## src/rtl/wrap_rotator.sv

```systemverilog
// wrap_rotator: registered circular rotator with a valid/ready handshake on each side.
// Each accepted word is rotated right or left by an amount k in 0..NPOS-1.
// k comes from the external one-hot control or from the internal one-hot pointer.
// The rotated word appears one cycle after it is accepted.
//
// Ports:
//   Phi1            clock, rising edge
//   Reset_s1        asynchronous reset, active-high
//   in_valid_s1     input word valid
//   in_ready_s1     block can accept a word this cycle
//   instate_s1      input state word
//   shiftcontrol_s1 external one-hot amount: bit NPOS-1-k set selects rotate by k
//   ext_sel_s1      1: use shiftcontrol_s1, 0: use internal pointer
//   dir_s1          0: rotate right, 1: rotate left
//   ptr_adv_s1      advance the internal pointer on accept
//   ptr_clr_s1      synchronous clear of the pointer to no-shift
//   out_valid_s1    output word valid
//   out_ready_s1    downstream accepts the output word
//   outstate_s1     rotated word (registered)
//   ptr_s1          internal pointer, same encoding as shiftcontrol_s1
//   ctrl_err_s1     sticky flag: a malformed external control was used
module wrap_rotator #(
   parameter int unsigned WIDTH = 9,
   parameter int unsigned NPOS  = 3
) (
   input  logic             Phi1,
   input  logic             Reset_s1,
   input  logic             in_valid_s1,
   output logic             in_ready_s1,
   input  logic [WIDTH-1:0] instate_s1,
   input  logic [NPOS-1:0]  shiftcontrol_s1,
   input  logic             ext_sel_s1,
   input  logic             dir_s1,
   input  logic             ptr_adv_s1,
   input  logic             ptr_clr_s1,
   output logic             out_valid_s1,
   input  logic             out_ready_s1,
   output logic [WIDTH-1:0] outstate_s1,
   output logic [NPOS-1:0]  ptr_s1,
   output logic             ctrl_err_s1
);

   localparam int unsigned KW = (NPOS > 2) ? $clog2(NPOS) : 1;
   // The no-shift position is the MSB (k = 0).
   localparam logic [NPOS-1:0] PTR_NO_SHIFT = {1'b1, {(NPOS-1){1'b0}}};

   logic                 accept;
   logic [NPOS-1:0]      sel_ctrl;
   logic                 sel_onehot;
   logic [KW-1:0]        k_hot;
   logic [KW-1:0]        k_amt;
   logic [2*WIDTH-1:0]   dbl_word;
   logic [2*WIDTH-1:0]   dbl_shr;
   logic [2*WIDTH-1:0]   dbl_shl;
   logic [WIDTH-1:0]     rot_word;
   logic                 bad_ctrl;

   assign in_ready_s1 = !out_valid_s1 || out_ready_s1;
   assign accept      = in_valid_s1 && in_ready_s1;

   // The pointer is the source whenever ext_sel_s1 is 0, so the amount always uses the
   // pre-update pointer.
   assign sel_ctrl   = ext_sel_s1 ? shiftcontrol_s1 : ptr_s1;
   assign sel_onehot = $onehot(sel_ctrl);

   always_comb begin
      k_hot = '0;
      for (int j = 0; j < NPOS; j++) begin
         if (sel_ctrl[j]) begin
            k_hot = KW'(NPOS - 1 - j);
         end
      end
   end

   // A zero or multi-hot control falls back to pass-through.
   assign k_amt    = sel_onehot ? k_hot : '0;
   assign bad_ctrl = ext_sel_s1 && !sel_onehot;

   // Rotating through a doubled word avoids a modulo per bit.
   assign dbl_word = {instate_s1, instate_s1};
   assign dbl_shr  = dbl_word >> k_amt;
   assign dbl_shl  = dbl_word << k_amt;
   assign rot_word = dir_s1 ? dbl_shl[2*WIDTH-1:WIDTH] : dbl_shr[WIDTH-1:0];

   always_ff @(posedge Phi1 or posedge Reset_s1) begin
      if (Reset_s1) begin
         out_valid_s1 <= 1'b0;
         outstate_s1  <= '0;
         ctrl_err_s1  <= 1'b0;
      end else begin
         if (accept) begin
            out_valid_s1 <= 1'b1;
            outstate_s1  <= rot_word;
            if (bad_ctrl) begin
               ctrl_err_s1 <= 1'b1;
            end
         end else if (out_ready_s1) begin
            out_valid_s1 <= 1'b0;
         end
      end
   end

   always_ff @(posedge Phi1 or posedge Reset_s1) begin
      if (Reset_s1) begin
         ptr_s1 <= PTR_NO_SHIFT;
      end else if (ptr_clr_s1) begin
         ptr_s1 <= PTR_NO_SHIFT;
      end else if (accept && ptr_adv_s1) begin
         ptr_s1 <= {ptr_s1[0], ptr_s1[NPOS-1:1]};
      end
   end

endmodule

```

## config.mk

```make
export PLATFORM = sky130hd
export DESIGN_NAME = wrap_rotator
export DESIGN_NICKNAME = d
export VERILOG_FILES = /design/src/rtl/wrap_rotator.sv
export SDC_FILE = /design/constraint.sdc
export NUM_CORES = 1
export LEC_CHECK = 0
export CAP_MARGIN = 20
export CORE_ASPECT_RATIO = 1.25
export CORE_UTILIZATION = 45
export CTS_CLUSTER_DIAMETER = 80
export DETAILED_ROUTE_END_ITERATION = 8
export PLACE_DENSITY = 0.84
export RECOVER_POWER = 100
export SLEW_MARGIN = 30
export SYNTH_ARGS = -nofsm -noshare
export SYNTH_HDL_FRONTEND = slang
export SYNTH_SLANG_ARGS = --single-unit
```

## constraint.sdc

```tcl
create_clock -name Phi1 -period 2.8 [get_ports Phi1]
set_input_delay 0.28 -clock Phi1 [delete_from_list [all_inputs] [get_ports Phi1]]
set_output_delay 0.28 -clock Phi1 [all_outputs]
set_load 0.1 [all_outputs]
```

==> flow_summary.ini <==
[drt]
viasPerCell = 5.96
drtIter0Drc = 45
route.detailed.drc = 0
wl_per_cell_um = 15.8
ant_nets = 0
via_count = 1139
drt-pass1-iter-count = 4
routed_wl_mm = 3.02

[final_layout]
final_cell_mix = 17 x clkdlybuf4s50_1, 15 x clkbuf_1, 12 x nand2_1, 12 x a21oi_1, 12 x dfrtp_1
multi_input_area_um2 = 664
drive_gt1_frac = 0.163
layout.nets = 182
fin_util = 0.634
diodes = 0
postLayoutCellArea_um2 = 1400
ff_latch_area_um2 = 353
layout_commonest_cell = clkdlybuf4s50_1
syn_to_final_growth_pct = 31.6
n_fill_cell = 220
finalNonFillerCells = 191

[synthesis]
synthAdderAreaFrac = 0.0188
synth_cell_types = 40
yosys-top-cells-area = dfrtp_1 31%, a21oi_1 5.6%, o31ai_1 4.9%, or2_2 4.7%, o21ai_0 4.2%
syn-num-nets = 143
ys_warn_count = 0
synthCells = 122
ys_ff_latch = 14
synth_compound_area_frac = 0.308
muxShareOfSynthArea = 0.0516
syn_avg_cell_area_um2 = 8.74
syn_area_um2 = 1070
synthXorXnorAreaFrac = 0
synth_area_leader_cell = dfrtp_1
ys_seq_area_frac = 0.330
synth_top_area_share = 0.305
synth_top_family_by_area = compound AO/OA/AOI/OAI gates
synth_edf_count = 0
ys.flop_type = dfrtp_1
synth-simple-area-share = 0.245
synthArstFlopShare = 1.00

[hold_path]
hold_path.class = primary input to asynchronous set/reset pin

[timing]
rsz0062_at_grt = no
tns_ns = 0
hold_violations = 0
hold_slack_ns = 0.465
setup_slack_ns = 0.148
slew_headroom = 0.225
worstMarginPinSlew_ns = 1.17
period_share = 0.947
fmax_mhz = 377
clock_skew_ns = 0.0127
slew_violations = 0
finalSetupViolations = 0
period_minus_slack_ns = 2.65

[worst_setup_path]
cp-start-kind = primary input
r2r_start = ptr_s1[2]
critPathCaptureType = flop
cp_data_arrival_time_ns = 2.81
reg2reg_depth = 7
critical_path_class = primary input to flop
required_ns = 2.96
critPathSlowestCell = clkdlybuf4s50_1
cpPeakStageDelay_ns = 0.56
r2r_setup_slack_ns = 0.32
reg2reg_to = outstate_s1[6]
cp_cell_sequence = clkdlybuf4s50_1 > mux2_4 > inv_1 > fa_1 > nand2b_1 > or3_1 > a31oi_1 > o41ai_2
critPathBufInv = 2
worstPathMaxFanout = 6
critPathTopFamily = simple AND/OR/NAND/NOR gates

[placed_design]
place_area_um2 = 1420
post-place-ws_ns = -0.122
port_buffers = 34
hpwlAfterDp_mm = 2.34
globalplace.congestion = 0.892
placed_cells = 187

[global_route]
grt_pass1_wl_mm = 4.97
antenna_found_initial = 0
grt_pass1_vias = 1092
globalRouteOverflowTotal = 0
grt_util_all_layers = 0.259
grt_max_degree = 15

[cts]
cts_tree = done
cts_buffer_depth = 2
post_cts_buffers = 0
path_clk_slew_ns = 0.10
ctsRootBufferMaster = clkbuf_4
ctsResizeCount = 0
cts_hold_buf = 0
clkLatencyLatePin_ns = 0.29
cts_buffers = 3
cts_max_level = 1
cts.sinks = 14

[run_status]
outcome = finished, final reports clean

[floorplanning]
core_um2 = 2210
rows = 19
die_area_um2 = 2570
start_util = 0.482
die_y_um = 56.4
io_pins = 35
die_w_um = 45.5

[power_and_ir_drop]
p_leak_nw = 0.567
power_uw = 758
powerDensity_nw_per_um2 = 540
vdd_ir_drop_max_v = 0.000350

[run]
drv_cap = 0
final cells by class:
type,count,share of cell area
multi-input combinational,97,0.474
sequential,14,0.252
timing repair buffer,40,0.208
tap,31,0.0277
clock buffer,4,0.0259
inverter,5,0.0134
worst register-to-register path, cell delays in order (launching register included):
cell and delay [ns]:
dfstp_2 0.57, mux2_4 0.15, inv_1 0.06, fa_1 0.48, nand2b_1 0.28, or3_1 0.46
a31oi_1 0.27, o41ai_2 0.09
state kept, by name, indices dropped and copies added, names as in the netlist:
name	cells
ptr_s1	3
out_valid_s1	1
ctrl_err_s1	1
outstate_s1	9
power by group:
part,switching [mW],leakage (nW),internal [mW]
registers,0.0140,0.166,0.227
logic,0.281,0.380,0.0829
clock network,0.0740,0.0210,0.0791
synthesized netlist by cell type, types with 4 or more instances:
cell      instances
o21bai_1          6
mux2i_1           4
o21ai_0           9
clkbuf_1          4
o31ai_1           7
nand2_1          12
dfrtp_1          13
or2_2             8
a21oi_1          12
inv_1             5
nor2_1            4
layer usage:
layer | track usage | wire (um)
met5 | 0 | 0
met4 | 0.0952 | 22
met3 | 0.0257 | 217
met2 | 0.449 | 1590
met1 | 0.315 | 1200
worst max-delay path by stage:
stage / slack, ns / from / depth (start not counted) / to
floorplan: 0.02 / out_valid_s1 / 4 / outstate_s1[6]
global placement: -0.02 / ext_sel_s1 / 8 / outstate_s1[0]
detailed placement: -0.12 / ext_sel_s1 / 8 / outstate_s1[6]
CTS: 0.18 / ext_sel_s1 / 8 / outstate_s1[6]
global route: 0.01 / ext_sel_s1 / 8 / outstate_s1[2]
finish: 0.15 / ext_sel_s1 / 8 / outstate_s1[6]
kinds of logic after synthesis:
logic type                 count (synthesis)
AOI/OAI and AO/OA                         48
DFF                                       14
buffers and inverters                     11
adders and majority gates                  1
and+or+nand+nor                           43
muxes                                      5
Note: power is estimated with default switching activity, not from simulation.
